**config.mk**
```make
export PLATFORM = sky130hd
export DESIGN_NAME = regfile_param
export DESIGN_NICKNAME = d
export VERILOG_FILES = /design/src/rtl/regfile_param.sv
export SDC_FILE = /design/constraint.sdc
export NUM_CORES = 1
export LEC_CHECK = 0
export BUFFER_PORTS_ARGS = -buffer_cell sky130_fd_sc_hd__buf_2
export CAP_MARGIN = 10
export CORE_ASPECT_RATIO = 1.5
export CORE_MARGIN = 2
export CORE_UTILIZATION = 60
export CTS_CLUSTER_DIAMETER = 100
export DETAILED_ROUTE_END_ITERATION = 8
export PLACE_DENSITY = 0.79
export SYNTH_ARGS = -nofsm -noshare
export SYNTH_HDL_FRONTEND = slang
export SYNTH_SLANG_ARGS = --single-unit
export TNS_END_PERCENT = 5
```
**constraint.sdc**
```tcl
create_clock -name clk -period 2.69 [get_ports clk]
set_input_delay 0.1345 -clock clk [delete_from_list [all_inputs] [get_ports clk]]
set_output_delay 0.1345 -clock clk [all_outputs]
set_load 0.05 [all_outputs]
```
**src/rtl/regfile_param.sv**
```systemverilog
// Parameterised register file with two combinational read ports, an externally loaded input register
// and a sequential clear engine. Optional write/ext bypass on reads is enabled by REGFILE_BYPASS_EN.
module regfile_param #(
    parameter int DATA_W    = 16,
    parameter int NUM_REGS  = 16,
    parameter int ADDR_W    = 4,
    parameter int INPUT_REG = NUM_REGS - 1
) (
    input  logic              clk,
    input  logic              reset,
    input  logic              wr_en,
    input  logic [ADDR_W-1:0] wr_addr,
    input  logic [DATA_W-1:0] wr_data,
    input  logic [ADDR_W-1:0] rd_addr_a,
    output logic [DATA_W-1:0] rd_data_a,
    input  logic [ADDR_W-1:0] rd_addr_b,
    output logic [DATA_W-1:0] rd_data_b,
    input  logic [DATA_W-1:0] ext_data,
    input  logic              ext_valid,
    output logic              ext_ready,
    input  logic              clr_start,
    output logic              busy,
    output logic              clr_done
);
    // Storage is padded to the full address space; unused slots read as zero.
    localparam int DEPTH = 1 << ADDR_W;

    typedef enum logic {
        ST_IDLE  = 1'b0,
        ST_CLEAR = 1'b1
    } state_t;

    state_t            r_state;
    state_t            w_state_next;
    logic [ADDR_W-1:0] r_idx;
    logic              r_clr_done;

    logic              w_in_clear;
    logic              w_last;
    logic              w_wr_ok;
    logic              w_ext_ok;
    logic [DATA_W-1:0] w_regs [DEPTH];

    assign w_in_clear = (r_state == ST_CLEAR);
    assign w_last     = (r_idx == ADDR_W'(NUM_REGS - 1));

    // A clear request in the same cycle takes precedence over a write.
    assign w_wr_ok  = wr_en && !reset && !w_in_clear && !clr_start
                      && (int'(wr_addr) < NUM_REGS) && (int'(wr_addr) != INPUT_REG);
    assign w_ext_ok = ext_valid && ext_ready;

    always_ff @(posedge clk) begin
        if (reset) begin
            r_state    <= ST_IDLE;
            r_idx      <= '0;
            r_clr_done <= 1'b0;
        end else begin
            r_state    <= w_state_next;
            r_clr_done <= w_in_clear && w_last;
            if (w_in_clear && !w_last) begin
                r_idx <= r_idx + ADDR_W'(1);
            end else begin
                r_idx <= '0;
            end
        end
    end

    always_comb begin
        w_state_next = r_state;
        case (r_state)
            ST_IDLE:  if (clr_start) w_state_next = ST_CLEAR;
            ST_CLEAR: if (w_last)    w_state_next = ST_IDLE;
        endcase
    end

    always_comb begin
        busy      = w_in_clear && !reset;
        ext_ready = !w_in_clear && !reset;
        clr_done  = r_clr_done && !reset;
    end

    genvar gi;
    generate
        for (gi = 0; gi < DEPTH; gi++) begin : g_reg
            if (gi < NUM_REGS) begin : g_live
                logic [DATA_W-1:0] r_q;
                logic              w_clr_hit;
                logic              w_wr_hit;

                assign w_clr_hit = w_in_clear && (r_idx == ADDR_W'(gi));
                assign w_wr_hit  = w_wr_ok && (wr_addr == ADDR_W'(gi));

                // The input register is fed only from ext_data; the write port never reaches it.
                always_ff @(posedge clk) begin
                    if (reset) begin
                        r_q <= '0;
                    end else if (w_clr_hit) begin
                        r_q <= '0;
                    end else if (gi == INPUT_REG) begin
                        if (w_ext_ok) r_q <= ext_data;
                    end else if (w_wr_hit) begin
                        r_q <= wr_data;
                    end
                end

                assign w_regs[gi] = r_q;
            end else begin : g_pad
                assign w_regs[gi] = '0;
            end
        end
    endgenerate

    always_comb begin
        rd_data_a = w_regs[rd_addr_a];
        rd_data_b = w_regs[rd_addr_b];
`ifdef REGFILE_BYPASS_EN
        if (w_wr_ok && (rd_addr_a == wr_addr))                rd_data_a = wr_data;
        if (w_wr_ok && (rd_addr_b == wr_addr))                rd_data_b = wr_data;
        if (w_ext_ok && (int'(rd_addr_a) == INPUT_REG))       rd_data_a = ext_data;
        if (w_ext_ok && (int'(rd_addr_b) == INPUT_REG))       rd_data_b = ext_data;
`endif
    end

endmodule

```
==> impl_metrics.json, run 1 <==
{
  "drtAntennaViolNets": 0,
  "fillCellCount": 1900,
  "fin_setup_tns_ps": 0,
  "hp-start": "wr_data[0]",
  "yosysUniqueCellTypes": 31,
  "drt-total-wl_um": 54100,
  "cts.sinks": 262,
  "tritoncts": "yes",
  "cts_hold_buf": 18,
  "synth_adder_area_share_pct": 0.333,
  "grt_use_met1_pct": 48.9,
  "p_seq_share_pct": 45.3,
  "slew_headroom_pct": 32.8,
  "wire_per_inst_um": 29.2,
  "multi_input_area_um2": 8730,
  "max_freq_mhz": 426,
  "grt_pass1_vias": 14600,
  "reg2reg_from": "r_state$_SDFF_PP0_",
  "cts-root-buf": "clkbuf_16",
  "avgSynthCellArea_um2": 9.61,
  "drv_cap": 0,
  "crit_type": "register to primary output",
  "clkLatencyLatePin_ps": 550,
  "dieArea_um2": 26300,
  "yosys.area_share.simple_pct": 13.4,
  "syn_nets": 1616,
  "final_nets": 1561,
  "p_sw_share_pct": 28.8,
  "grt_usage_pct": 40.2,
  "grt_max_degree": 109,
  "arrival_ps": 2210,
  "cp-start-kind": "register",
  "max-vdd-ir-drop_uv": 470,
  "rows": 70,
  "comb_power_share_pct": 13.3,
  "powerDensity_nw_per_um2": 526,
  "synthMuxAreaShare_pct": 19.2,
  "postCtsSetupRepairBufs": 0,
  "synthesis.area_um2": 15000,
  "startpoint": "g_reg[3].g_live.r_q[7]$_SDFFE_PP0P_",
  "status": "completed",
  "p_int_w": 0.00617,
  "io_buffer_count": 83,
  "total_leakage_power_nw": 5.20,
  "antenna_found_initial": 2,
  "ys_warn_count": 0,
  "cts_max_level": 1,
  "syn_inst": 1563,
  "cts_buffer_depth": 3,
  "grt_use_met3_pct": 10.3,
  "finalHoldViolCount": 0,
  "setup_viol": 0,
  "seqCellArea_um2": 5250,
  "rsz0062_at_grt": "false",
  "ctsResizeCount": 0,
  "die_w_um": 133,
  "ys_seq_elements": 262,
  "clkPwrFrac_pct": 41.4,
  "finalCritPeriodShare_pct": 87.3,
  "endpoint_kind": "primary output",
  "drc": 0,
  "drive_gt1_share_pct": 21.2,
  "initial_core_util_pct": 61.3,
  "vias_per_cell": 8.08,
  "grt-ovfl-total": 0,
  "p_switching_w": 0.00250,
  "synth_xor_area_share_pct": 0.117,
  "dr.first_iter.drc_count": 2431,
  "path_clk_slew_ps": 60,
  "crit_fanout": 3,
  "place_congestion": 0.866,
  "cts_buffers": 26,
  "period_minus_slack_ps": 2350,
  "ios": 84,
  "ys_seq_area_share_pct": 34.9,
  "slew_violations": 0,
  "finalNonFillerCells": 1854,
  "synth_compound_area_share_pct": 24.6,
  "design.core.area_um2": 24500,
  "fin_worst_skew_ps": 14.0,
  "critPathRequiredTime_ps": 2560,
  "worstMarginPinSlew_ps": 1010,
  "place_inst": 1786,
  "synth_top_family_by_area": "compound AO/OA/AOI/OAI gates",
  "vias": 15000,
  "grt_pass1_wl_um": 82900,
  "areaGrowthSynthToFinish_pct": 9.74,
  "firstDrtPassIters": 8,
  "use_met2_pct": 63.9,
  "hpwl_um": 30400,
  "die_h_um": 198,
  "hp-class": "input port to register",
  "grt-busiest-layer": "met2"
}
-- critical path, stage by stage (launching register included) --
cell     delay, ps
dfxtp_1        320
mux4_2         490
a22oi_1        400
nand2_1        200
buf_2          260
-- cell usage after synthesis, drive strengths merged --
cell type / instances / area, um^2
dfxtp: 262 / 5250
a21oi: 256 / 1280
nand4: 240 / 1500
o31ai: 240 / 1800
clkbuf: 163 / 612
mux4: 128 / 2880
buf: 74 / 489
nand2: 69 / 259
a22oi: 64 / 480
nor2b: 10 / 62.6
nor2: 9 / 33.8
a21o: 6 / 45.0
a41o: 5 / 50.1
inv: 5 / 18.8
nand2b: 5 / 31.3
and2: 4 / 25.0
ha: 4 / 50.1
a31o: 3 / 26.3
nand3: 3 / 15.0
nor3b: 2 / 20.0
o21bai: 2 / 15.0
or2: 2 / 12.5
xnor2: 2 / 17.5
and3: 1 / 6.26
and3b: 1 / 8.76
nor4b: 1 / 15.0
or3b: 1 / 8.76
or4b: 1 / 10.0
-- logic make-up after synthesis --
family,Yosys count
simple gates,349
buf+inv,242
mux,128
fa+ha+maj,4
xor+xnor,2
compound gates,576
flops,262
-- per-stage QoR --
| step | hold slack [ps] | instance area [um^2] | total power (W) | utilization [%] | setup slack [ps] |
|---|---|---|---|---|---|
| floorplan | 241 | 15000 | 0.00468 | - | 895 |
| global placement | 375 | 15500 | 0.00508 | 63.1 | 584 |
| detailed placement | 383 | 15500 | 0.00508 | 63.1 | 542 |
| CTS | 0.628 | 16500 | 0.00858 | 67.2 | 417 |
| global route | 19.6 | 16500 | 0.00883 | 67.2 | 335 |
| finish | 11.2 | 16500 | 0.00867 | 67.2 | 342 |
-- sequential cells by signal (all words and copies together), names as in the netlist --
register,flops
r_clr_done,1
g.g_live.r_q,256
r_idx,4
r_state,1
-- power groups by stage --
stage | Combinational (W) | Sequential [W] | Clock, W
final | 0.00115 | 0.00393 | 0.00359
after global routing | 0.00116 | 0.00393 | 0.00374
after CTS | 0.00110 | 0.00393 | 0.00356
after detailed placement | 0.00107 | 0.00401 | 0
after global placement | 0.00107 | 0.00401 | 0
after floorplan | 0.000676 | 0.00401 | 0
-- per-layer routing --
metal,vias up,share of wire (%)
li1,6200,-
met1,7165,34
met2,1269,46
met3,339,13
met4,0,6.9
met5,-,0
-- path summary, 6_finish.rpt --
check                                             end  slack, ps  cells past startpoint
hold / removal    g_reg[2].g_live.r_q[0]$_SDFFE_PP0P_         10                      3
setup reg to reg  g_reg[9].g_live.r_q[6]$_SDFFE_PP0P_        570                      4
hold reg to reg   g_reg[6].g_live.r_q[7]$_SDFFE_PP0P_        480                      2
setup / recovery                         rd_data_b[7]        340                      4
-- area by class of cell --
cell class                      count  area share, %
Inverter                            5          0.114
Multi-Input combinational cell   1059           53.0
Sequential cell                   262           31.8
Tap cell                          324           2.46
Clock buffer                       41           4.71
Timing Repair Buffer              154           7.65
Antenna cell                        3         0.0455
Clock inverter                      6          0.250
-- layout by cell type (no fill, tap or decap), types with 5 or more instances in the layout --
cell type | netlist | layout
buf_4 | 0 | 34
clkbuf_16 | 0 | 26
clkinv_2 | 0 | 5
nor2_1 | 9 | 7
a21oi_1 | 256 | 256
buf_2 | 37 | 81
nand2_1 | 69 | 68
o31ai_1 | 240 | 240
clkbuf_8 | 0 | 7
dfxtp_1 | 262 | 262
inv_1 | 5 | 5
dlygate4sd3_1 | 0 | 18
nor2b_1 | 10 | 6
nand4_1 | 240 | 240
clkbuf_1 | 163 | 8
a41o_1 | 5 | 5
a22oi_1 | 64 | 64
a21o_1 | 6 | 6
mux4_2 | 128 | 128
buf_12 | 0 | 21
Note: power is estimated with default switching activity, not from simulation.
==> run 2, diff against run 1 <==
- clock period: 2.69 -> 2.9 ns (I/O delays scaled with it)
==> impl_metrics.json, run 2 (synthesis gave the netlist of run 1 again) <==
{
  "status": "completed",
  "hp-class": "input port to register",
  "largest_reg_flops": 256,
  "reg_top3": "g.g_live.r_q x256, r_idx x4",
  "hpwl_um": 30800,
  "slew_violations": 0,
  "dp_slack_ps": 725,
  "crit_fanout": 3,
  "worst_slack_ps": 405,
  "finalHoldViolCount": 0,
  "vias": 15100,
  "grt_pass1_wl_um": 84300,
  "fin_setup_tns_ps": 0,
  "initial_core_util_pct": 61.3,
  "postCtsSetupRepairBufs": 0,
  "cp_slowest_stage_delay_ps": 470,
  "antenna_found_initial": 2,
  "wire_per_inst_um": 29.9,
  "cts_buffers": 26,
  "dieArea_um2": 26300,
  "rows": 70,
  "powerDensity_nw_per_um2": 511,
  "areaGrowthSynthToFinish_pct": 9.68,
  "grt_use_met3_pct": 10.6,
  "ios": 84,
  "max_freq_mhz": 401,
  "place_inst": 1778,
  "total_leakage_power_nw": 5.20,
  "worstMarginPinSlew_ps": 1090,
  "cts_max_level": 1,
  "path_clk_slew_ps": 60,
  "tritoncts": "yes",
  "design.core.area_um2": 24500,
  "dr.first_iter.drc_count": 2529,
  "grt_usage_pct": 40.9,
  "clkLatencyLatePin_ps": 550,
  "drive_gt1_share_pct": 21.0,
  "use_met2_pct": 64.5,
  "drtAntennaViolNets": 0,
  "finalCritPeriodShare_pct": 86.0,
  "rsz0062_at_grt": "false",
  "finalNonFillerCells": 1844,
  "arrival_ps": 2350,
  "endpoint_kind": "primary output",
  "die_w_um": 133,
  "cts.sinks": 262,
  "cp-start-kind": "register",
  "final_nets": 1552,
  "fin_worst_skew_ps": 20.1,
  "crit_type": "register to primary output",
  "final_common_cell": "dfxtp_1",
  "cp_slowest_cell": "mux4_2",
  "firstDrtPassIters": 8,
  "setup_viol": 0,
  "grt_use_met1_pct": 48.5,
  "place_congestion": 0.844,
  "grt_max_degree": 91,
  "io_buffer_count": 83,
  "drt-total-wl_um": 55100,
  "drv_cap": 0,
  "cts-root-buf": "clkbuf_16",
  "cp_cell_sequence": "mux4_2 -> a22oi_1 -> nand2_1 -> buf_2",
  "vias_per_cell": 8.20,
  "rrSetupSlack_ps": 770,
  "slew_headroom_pct": 27.5,
  "max-vdd-ir-drop_uv": 391,
  "critPathRequiredTime_ps": 2760,
  "grt-ovfl-total": 0,
  "top_register": "g.g_live.r_q",
  "cts_buffer_depth": 3,
  "mostFrequentLayoutCells": "dfxtp_1 (262), a21oi_1 (256), nand4_1 (240), o31ai_1 (240), mux4_2 (128)",
  "period_minus_slack_ps": 2490,
  "grt-busiest-layer": "met2",
  "grt_pass1_vias": 15000,
  "drc": 0,
  "die_h_um": 198
}
## run 2: layout make-up
| type | instances | area (um^2) |
|---|---|---|
| Tap cell | 324 | 405 |
| Clock inverter | 8 | 140 |
| Multi-Input combinational cell | 1059 | 8730 |
| Sequential cell | 262 | 5250 |
| Fill cell | 1869 | 8050 |
| Timing Repair Buffer | 145 | 1140 |
| Inverter | 5 | 18.8 |
| Antenna cell | 1 | 2.50 |
| Clock buffer | 40 | 795 |
## run 2: path summary, 6_finish.rpt
path	from	endpoint	cells after the start
setup / recovery	g_reg[3].g_live.r_q[11]$_SDFFE_PP0P_	rd_data_a[11]	4
hold / removal	wr_data[15]	g_reg[1].g_live.r_q[15]$_SDFFE_PP0P_	3
setup reg to reg	r_state$_SDFF_PP0_	g_reg[0].g_live.r_q[11]$_SDFFE_PP0P_	4
hold reg to reg	g_reg[10].g_live.r_q[7]$_SDFFE_PP0P_	g_reg[10].g_live.r_q[7]$_SDFFE_PP0P_	2
## run 2: power breakdown
part           switching, W  internal, W
logic              0.000801     0.000247
registers         0.0000221      0.00362
clock network       0.00149      0.00224
total               0.00231      0.00610
## run 2: timing repair
action / in CTS / in global routing
gates resized for setup: 0 / 0
endpoints found under the hold margin: 17 / 0
hold buffers: 17 / 0
## run 2: critical path, delay by kind of cell (launching register included)
family	cells	cell delay, ps
simple gates	1	290
mux	1	470
compound gates	1	400
flops	1	350
buf+inv	1	290
## run 2: stage by stage
step / util (%) / hold WS, ps / power (W) / area (um^2)
2_1_floorplan: - / 252 / 0.00434 / 15000
3_3_place_gp: 62.7 / 387 / 0.00469 / 15400
3_5_place_dp: 62.7 / 391 / 0.00469 / 15400
4_1_cts: 67.2 / 6.99 / 0.00835 / 16500
5_1_grt: 67.2 / 37.1 / 0.00854 / 16500
6_report: 67.2 / 26.1 / 0.00842 / 16500
## run 2: routing by layer
metal | part of all wire [%] | wire (um) | vias to the layer above
li1 | - | - | 6184
met1 | 32 | 17900 | 7186
met2 | 46 | 25500 | 1370
met3 | 14 | 7740 | 382
met4 | 7.2 | 3960 | 0
met5 | 0 | 0 | -
